## src/rtl/seg7_scan_driver.sv

```systemverilog
// rtl/seg7_scan_driver.sv - time-multiplexed N-digit seven-segment scan driver
//
// Purpose: latches a packed multi-digit value and scans it one digit per slot
// onto a shared active-low segment bus, with leading-zero blanking, optional
// hex glyphs, decimal points, anti-ghosting dead time and frame-synchronous
// (tear-free) updates of the displayed value.
//
// Ports:
//   clk     system clock
//   rst     asynchronous active-high reset
//   bcd_in  packed digits, digit 0 in bits [3:0] (least significant)
//   dp_in   decimal point request per digit, 1 = lit
//   load    single-cycle strobe capturing bcd_in/dp_in into the pending regs
//   seg7    segments a..g on bits 6..0, 0 = lit
//   dp      decimal point, 0 = lit
//   an      digit enables, 0 = digit on
//   frame   one-cycle pulse when the scan wraps back to digit 0
module seg7_scan_driver #(
    parameter int N_DIGITS  = 4,
    parameter int SCAN_DIV  = 50000,
    parameter int BLANK_CYC = 500,
    parameter int HEX_MODE  = 0,
    parameter int BLANK_LZ  = 1
) (
    input  logic                  clk,
    input  logic                  rst,
    input  logic [4*N_DIGITS-1:0] bcd_in,
    input  logic [N_DIGITS-1:0]   dp_in,
    input  logic                  load,
    output logic [6:0]            seg7,
    output logic                  dp,
    output logic [N_DIGITS-1:0]   an,
    output logic                  frame
);

    localparam int CW = $clog2(SCAN_DIV);
    localparam int IW = (N_DIGITS > 1) ? $clog2(N_DIGITS) : 1;
    localparam logic [CW-1:0] CNT_LAST = CW'(SCAN_DIV - 1);
    localparam logic [IW-1:0] IDX_LAST = IW'(N_DIGITS - 1);

    logic [CW-1:0]         cnt;
    logic [IW-1:0]         idx;
    logic [4*N_DIGITS-1:0] pend_val;
    logic [N_DIGITS-1:0]   pend_dp;
    logic [4*N_DIGITS-1:0] act_val;
    logic [N_DIGITS-1:0]   act_dp;

    logic tick;
    logic wrap;
    logic dead;

    assign tick = (cnt == CNT_LAST);
    assign wrap = tick && (idx == IDX_LAST);

    // Dead time is compiled out entirely when disabled so no constant compare remains.
    generate
        if (BLANK_CYC > 0) begin : g_dead
            assign dead = (cnt < CW'(BLANK_CYC));
        end else begin : g_no_dead
            assign dead = 1'b0;
        end
    endgenerate

    // Prescaler and digit index.
    always_ff @(posedge clk or posedge rst) begin
        if (rst) begin
            cnt <= '0;
            idx <= '0;
        end else if (tick) begin
            cnt <= '0;
            idx <= (idx == IDX_LAST) ? '0 : idx + 1'b1;
        end else begin
            cnt <= cnt + 1'b1;
        end
    end

    // Pending regs collect loads at any time; active regs move only at the
    // frame boundary. A load coinciding with the wrap goes straight through.
    always_ff @(posedge clk or posedge rst) begin
        if (rst) begin
            pend_val <= '0;
            pend_dp  <= '0;
            act_val  <= '0;
            act_dp   <= '0;
        end else begin
            if (load) begin
                pend_val <= bcd_in;
                pend_dp  <= dp_in;
            end
            if (wrap) begin
                act_val <= load ? bcd_in : pend_val;
                act_dp  <= load ? dp_in  : pend_dp;
            end
        end
    end

    function automatic logic [6:0] seg_decode(input logic [3:0] code);
        logic [6:0] s;
        case (code)
            4'd0:    s = 7'b0000001;
            4'd1:    s = 7'b1001111;
            4'd2:    s = 7'b0010010;
            4'd3:    s = 7'b0000110;
            4'd4:    s = 7'b1001100;
            4'd5:    s = 7'b0100100;
            4'd6:    s = 7'b0100000;
            4'd7:    s = 7'b0001111;
            4'd8:    s = 7'b0000000;
            4'd9:    s = 7'b0000100;
            4'd10:   s = 7'b0001000;
            4'd11:   s = 7'b1100000;
            4'd12:   s = 7'b0110001;
            4'd13:   s = 7'b1000010;
            4'd14:   s = 7'b0110000;
            default: s = 7'b0111000;
        endcase
        if (HEX_MODE == 0 && code > 4'd9) begin
            s = 7'b1111111;
        end
        return s;
    endfunction

    logic [3:0]          cur_code;
    logic                cur_dp;
    logic                cur_blank;
    logic                zero_run;
    logic [N_DIGITS-1:0] an_next;
    logic [6:0]          seg_next;

    // Walk from the most significant digit down so zero_run tells whether the
    // digit and everything above it is zero (leading-zero suppression).
    always_comb begin
        cur_code  = '0;
        cur_dp    = 1'b0;
        cur_blank = 1'b0;
        zero_run  = 1'b1;
        an_next   = '1;
        for (int i = N_DIGITS - 1; i >= 0; i--) begin
            zero_run = zero_run && (act_val[4*i +: 4] == 4'd0);
            if (idx == IW'(i)) begin
                cur_code  = act_val[4*i +: 4];
                cur_dp    = act_dp[i];
                cur_blank = (BLANK_LZ != 0) && (i > 0) && zero_run;
                if (!dead) begin
                    an_next[i] = 1'b0;
                end
            end
        end
    end

    assign seg_next = cur_blank ? 7'b1111111 : seg_decode(cur_code);

    // Registered outputs: one cycle behind (idx, cnt, active).
    always_ff @(posedge clk or posedge rst) begin
        if (rst) begin
            seg7  <= 7'h7F;
            dp    <= 1'b1;
            an    <= '1;
            frame <= 1'b0;
        end else begin
            seg7  <= seg_next;
            dp    <= ~cur_dp;
            an    <= an_next;
            frame <= wrap;
        end
    end

endmodule

```

## config.mk

```make
export PLATFORM = sky130hd
export DESIGN_NAME = seg7_scan_driver
export DESIGN_NICKNAME = d
export VERILOG_FILES = /design/src/rtl/seg7_scan_driver.sv
export SDC_FILE = /design/constraint.sdc
export NUM_CORES = 1
export LEC_CHECK = 0
export ABC_AREA = 0
export CORE_MARGIN = 2
export CORE_UTILIZATION = 45
export DETAILED_ROUTE_END_ITERATION = 8
export PLACE_DENSITY_LB_ADDON = 0.12
export SKIP_CTS_REPAIR_TIMING = 1
export SLEW_MARGIN = 10
export SYNTH_ARGS = -nofsm -noshare
export SYNTH_HDL_FRONTEND = slang
export SYNTH_SLANG_ARGS = --single-unit
```

## constraint.sdc

```tcl
create_clock -name clk -period 4.13 [get_ports clk]
set_clock_uncertainty 0.1 [all_clocks]
set_input_delay 0.6195 -clock clk [delete_from_list [all_inputs] [get_ports clk]]
set_output_delay 0.6195 -clock clk [all_outputs]
set_load 0.03 [all_outputs]
```

# ---- Word-level counts from Yosys, hierarchy flattened
# Memory sizes are Yosys's and may differ from the RTL's.
# Index checks and enable logic that the tools add are counted.
dict set report op_classes {
  eq_ne 4
  n_mul 0
  shift 0
  addsub 2
  n_lt_le_gt_ge 2
  div 0
  bitwise_logic 1
  muxes 23
  reduce_logical 7
}
# op count
set op_table {}
lappend op_table {{$mux 16} 2}
lappend op_table {{$mux 4} 5}
lappend op_table {{$add 16x1->16 const B} 1}
lappend op_table {{$eq 16x16->1 const B} 1}
lappend op_table {{$lt 16x9->1 const B} 1}
lappend op_table {{$mux 7} 2}
lappend op_table {{$mux 1} 13}
lappend op_table {{$logic_not 4->1} 3}
lappend op_table {{$eq 2x2->1 const B} 2}
lappend op_table {{$gt 4x4->1 const B} 1}
lappend op_table {{$logic_and 1x1->1} 3}
lappend op_table {{$add 2x1->2 const B} 1}
lappend op_table {{$eq 2x1->1 const B} 1}
lappend op_table {{$logic_not 2->1} 1}
lappend op_table {{$mux 2} 1}
lappend op_table {{$not 1->1} 1}
dict set report totals {
  memories 1
  register_bits 71
  ram_bits 0
  rom_bits 112
  input_bits 23
  latchBits 0
  out_inout_bits 13
}
# name depth word_bits rd rd_ports_with_merged_regs write_ports line_no
set mem_list {}
lappend mem_list {{(no name shown)} 16 7 1 0 0 99} ;# case (code)

# ---- Longest topological paths before layout
dict set report depth {
  depth_word 8
  mapped_depth 11
}

# ---- Worst setup path before layout
# No wires, ideal clock.
dict set report synth_timing {
  kind {register -> register}
  start {reg idx[0]}
  end {reg seg7[3]}
  setup_ns 0.101
  n_path_buf 2
  setup_slack_ns 1.228
  stages_incl_launch_ff 11
  arrival_time_ns 2.700
  required_ns 3.929
  path_cell_list {dfrtp_1 > inv_1 > ha_1 > clkbuf_1 > clkbuf_1 > o311ai_0 > inv_1 > ha_1 > and3_1 > a211oi_1 > o21ai_0}
}
dict set report synth_between {
  elab_chain_cells 8
  word_cells_on_any_way 16
}
# element line_no
set synth_lines {}
lappend synth_lines {{start: declaration} 42} ;# logic [IW-1:0] idx;
lappend synth_lines {{start signal: assignment} 71} ;# idx <= (idx == IDX_LAST) ? '0 : idx + 1'b1;
lappend synth_lines {{$eq 2x2->1} 140} ;# if (idx == IW'(i)) begin
lappend synth_lines {{$mux 4 (4 in series)} 140}
lappend synth_lines {{$mem_v2 16x7 or $gt 4x4->1 (tied branches)} --}
lappend synth_lines {{$mux 7} 117} ;# if (HEX_MODE == 0 && code > 4'd9) begin
lappend synth_lines {{$mux 7 (*)} 151} ;# assign seg_next = cur_blank ? 7'b1111111 : seg_decode(cur_code);
lappend synth_lines {{named net seg_next[3]} 128} ;# logic [6:0] seg_next;
lappend synth_lines {{end signal: assignment} 161} ;# seg7 <= seg_next;
lappend synth_lines {{end: declaration} 30} ;# output logic [6:0] seg7,
# The timed path passes the listed nets; every way through them passes the cells marked *.
# A chain may end at the register's enable or synchronous reset.

# ---- Final worst setup path
dict set report layout_timing {
  start {reg idx[0]}
  end {reg seg7[5]}
}
# Same word-level chain as after synthesis.

==> out/metrics.cfg <==
[clock_tree]
clock_sinks=71
cts_buffer_depth=2
cts_tree=yes
htreeDepth=3
clk_latency_ns=0.34
clk_pin_slew_ns=0.08
numCtsBuffers=9
root_buffer=clkbuf_8

[yosys]
synth_cell_type_count=45
synth_most_common_cell=dfrtp_1
synth_top_area_cell=dfrtp_1
synth_top_family_by_area=multiplexers
yosys_warnings=0
yosysSeqAreaShare_pct=54.2
synthAdderAreaFrac_pct=4.55
synthSimpleGateAreaFrac_pct=13.4
synth_common_cells=dfrtp_1 (59), mux2_2 (29), nand2_1 (23)
synthArstFlopShare_pct=100
syn_area_sq_mm=0.00330
synth_edf_count=0
synth_compound_area_share_pct=7.35
synth.top_cell.area_share_pct=44.7
synth_seq_cells=71
synth-xor-area-share_pct=3.45
synthTopCellsByArea=dfrtp_1 (45%), mux2_2 (9.9%), dfstp_2 (9.5%), ha_1 (4.5%), mux2_4 (4.5%)
synthCells=276
syn-mean-instance-area_sq_um=12.0
synthMuxAreaShare_pct=14.4
synth_nets=311
yosys_most_used_dff=dfrtp_1

[placed_design]
dpl.cell_count=404
port_buffers=35
hpwl_microns=4210
place_congestion=0.849

[min_path]
min_path_type=reg2reg

[floorplanning]
die_area_sq_mm=0.00804
start_util_pct=46.0
io_pins=36
fp.dieH_microns=89.7
die_x_microns=89.7
coreArea_sq_mm=0.00718
rows=31

[drt]
ant_nets=0
wl_per_cell_microns=14.2
viasPerCell=5.16
first_iter_violations=139
drc=0
num_vias=2168
drt_pass1_iterations=4
wl_microns=5980

[worst_setup_path]
start_kind=flip-flop
critical_path.cell_chain=inv_1, ha_1, a211oi_1, a221o_1, inv_1, ha_1, o22ai_1, a21boi_0, o221ai_1
cp_num_buf_inv=2
worstPathArrival_ns=3.05
critical_path.top_delay_family=compound AO/OA/AOI/OAI gates
cpPeakStageDelay_ns=0.48
cp_slowest_cell=ha_1
path_max_fanout=17
crit_required_ns=4.26
critPathKind=reg2reg
worstSetupEndpointType=flip-flop

[sta]
fin_setup_tns_ns=0
grt_setup_unrepaired=false
fin_crit_sh_pct=70.6
drv_slew=0
hold_violations=0
worst_pin_slew_ns=1.01
hold_ws_ns=0.375
setup_viol=0
clock.fmax_mhz=343
fin_crit_ns=2.92
slew_headroom_pct=32.4

[cells_and_area]
nNetsFinal=351
final_util_pct=55.9
diodes=0
drive_gt1_share_pct=23.7
areaGrowthSynthToFinish_pct=21.5
fin_cells=420

[power_and_ir_drop]
power_uw=1550
leakage_uw=0.00177
p_per_area_mw_per_mm2=385
peakVddDrop_mv=0.170

[grt]
grt_max_degree=52
gr-total-overflow=0
grt_usage_pct=16.6
antenna_found_initial=0
grt_pass1_wl_microns=9980
first_global_vias=2052

[outcome]
status=finished clean

[flow_run]
drv_cap=0

-- layout by cell type (no fill, tap or decap), types with 2 or more instances in the layout --
cell             netlist  routed
inv_1                 10       9
nor4_1                 3       3
a21oi_1                6       6
a211oi_1               5       5
nor3_1                 5       5
dfstp_2               12      12
nand2b_1               2       2
a221o_1                2       2
mux2_4                10      10
xnor2_1                6       6
mux2_2                29      29
and3_1                 3       3
nor2_1                18      18
clkdlybuf4s50_1        0      35
o221ai_1               2       2
xor2_1                 7       7
nand4_1                2       2
nand3_1               10      10
clkbuf_8               0      10
bufinv_16              0       3
o22ai_1                3       3
dfrtp_1               59      59
o21ai_0               11      11
nand2_1               23      23
ha_1                  12      12
buf_4                  0       4
nor2b_1                2       2
nor3b_1                3       3
nand3b_1               4       4
-- sequential cells by signal, indices dropped and copies added (netlist names) --
register and count:
act_val 16, cnt 16, pend_val 16, seg7 7, act_dp 4, an 4
pend_dp 4, idx 2, dp 1, frame 1
-- where the power goes --
part	leakage [uW]	total [uW]	internal, uW	switching (uW)
logic	0.000782	118	62.8	55.5
registers	0.000861	745	733	12.7
clock network	0.000123	682	421	262
-- worst register-to-register path: stages (launching register included) --
cell and delay (ns):
dfrtp_1 0.41, inv_1 0.12, ha_1 0.48, a211oi_1 0.09, a221o_1 0.44, inv_1 0.17, ha_1 0.22, o22ai_1 0.09
a21boi_0 0.46, o221ai_1 0.24
-- kinds of logic (layout without fill, tap and decap cells) --
kind of cell             count (synthesis)  after routing
flip-flops                              71             71
buffers and inverters                   20             65
multiplexers                            39             39
AND/OR/NAND/NOR                         84             84
adder cells (fa/ha/maj)                 12             12
XOR/XNOR                                13             13
AO/OA/AOI/OAI                           37             37
-- worst paths after layout --
kind | start | to | slack (ns) | cells past startpoint
worst max-delay path | idx[0] | seg7[5] | 1.21 | 9
worst min-delay path | act_dp[0] | dp | 0.38 | 1
worst max register to register | idx[0] | seg7[5] | 1.21 | 9
worst min register to register | act_dp[0] | dp | 0.38 | 1
max in group asynchronous | rst | act_val[15] | 2.36 | 3
min in group asynchronous | rst | pend_val[15] | 0.73 | 2
-- per-layer routing --
metal  up-vias  global-route usage [%]  part of all wire, %  wire, microns
li1       1055                       -                    -              -
met1      1032                    24.9                   50           2980
met2        72                    23.2                   43           2580
met3         9                    2.83                  5.2            308
met4         0                    7.87                  1.9            114
met5         -                       0                    0              0
-- cell type report --
class	count	area (sq um)
Clock inverter	6	115
Clock buffer	10	138
Timing Repair Buffer	39	380
Inverter	10	37.5
Sequential cell	71	1790
Fill cell	611	3160
Tap cell	99	124
Multi-Input combinational cell	185	1430
-- metrics by stage --
stage | worst slack [ns] | instance area (sq um)
6_report | 1.21 | 4010
5_1_grt | 0.993 | 4010
4_1_cts | 1.27 | 4010
3_5_place_dp | 1.31 | 3760
3_3_place_gp | 1.42 | 3760
2_1_floorplan | 1.23 | 3300
Note: power is estimated with default switching activity, not from simulation.
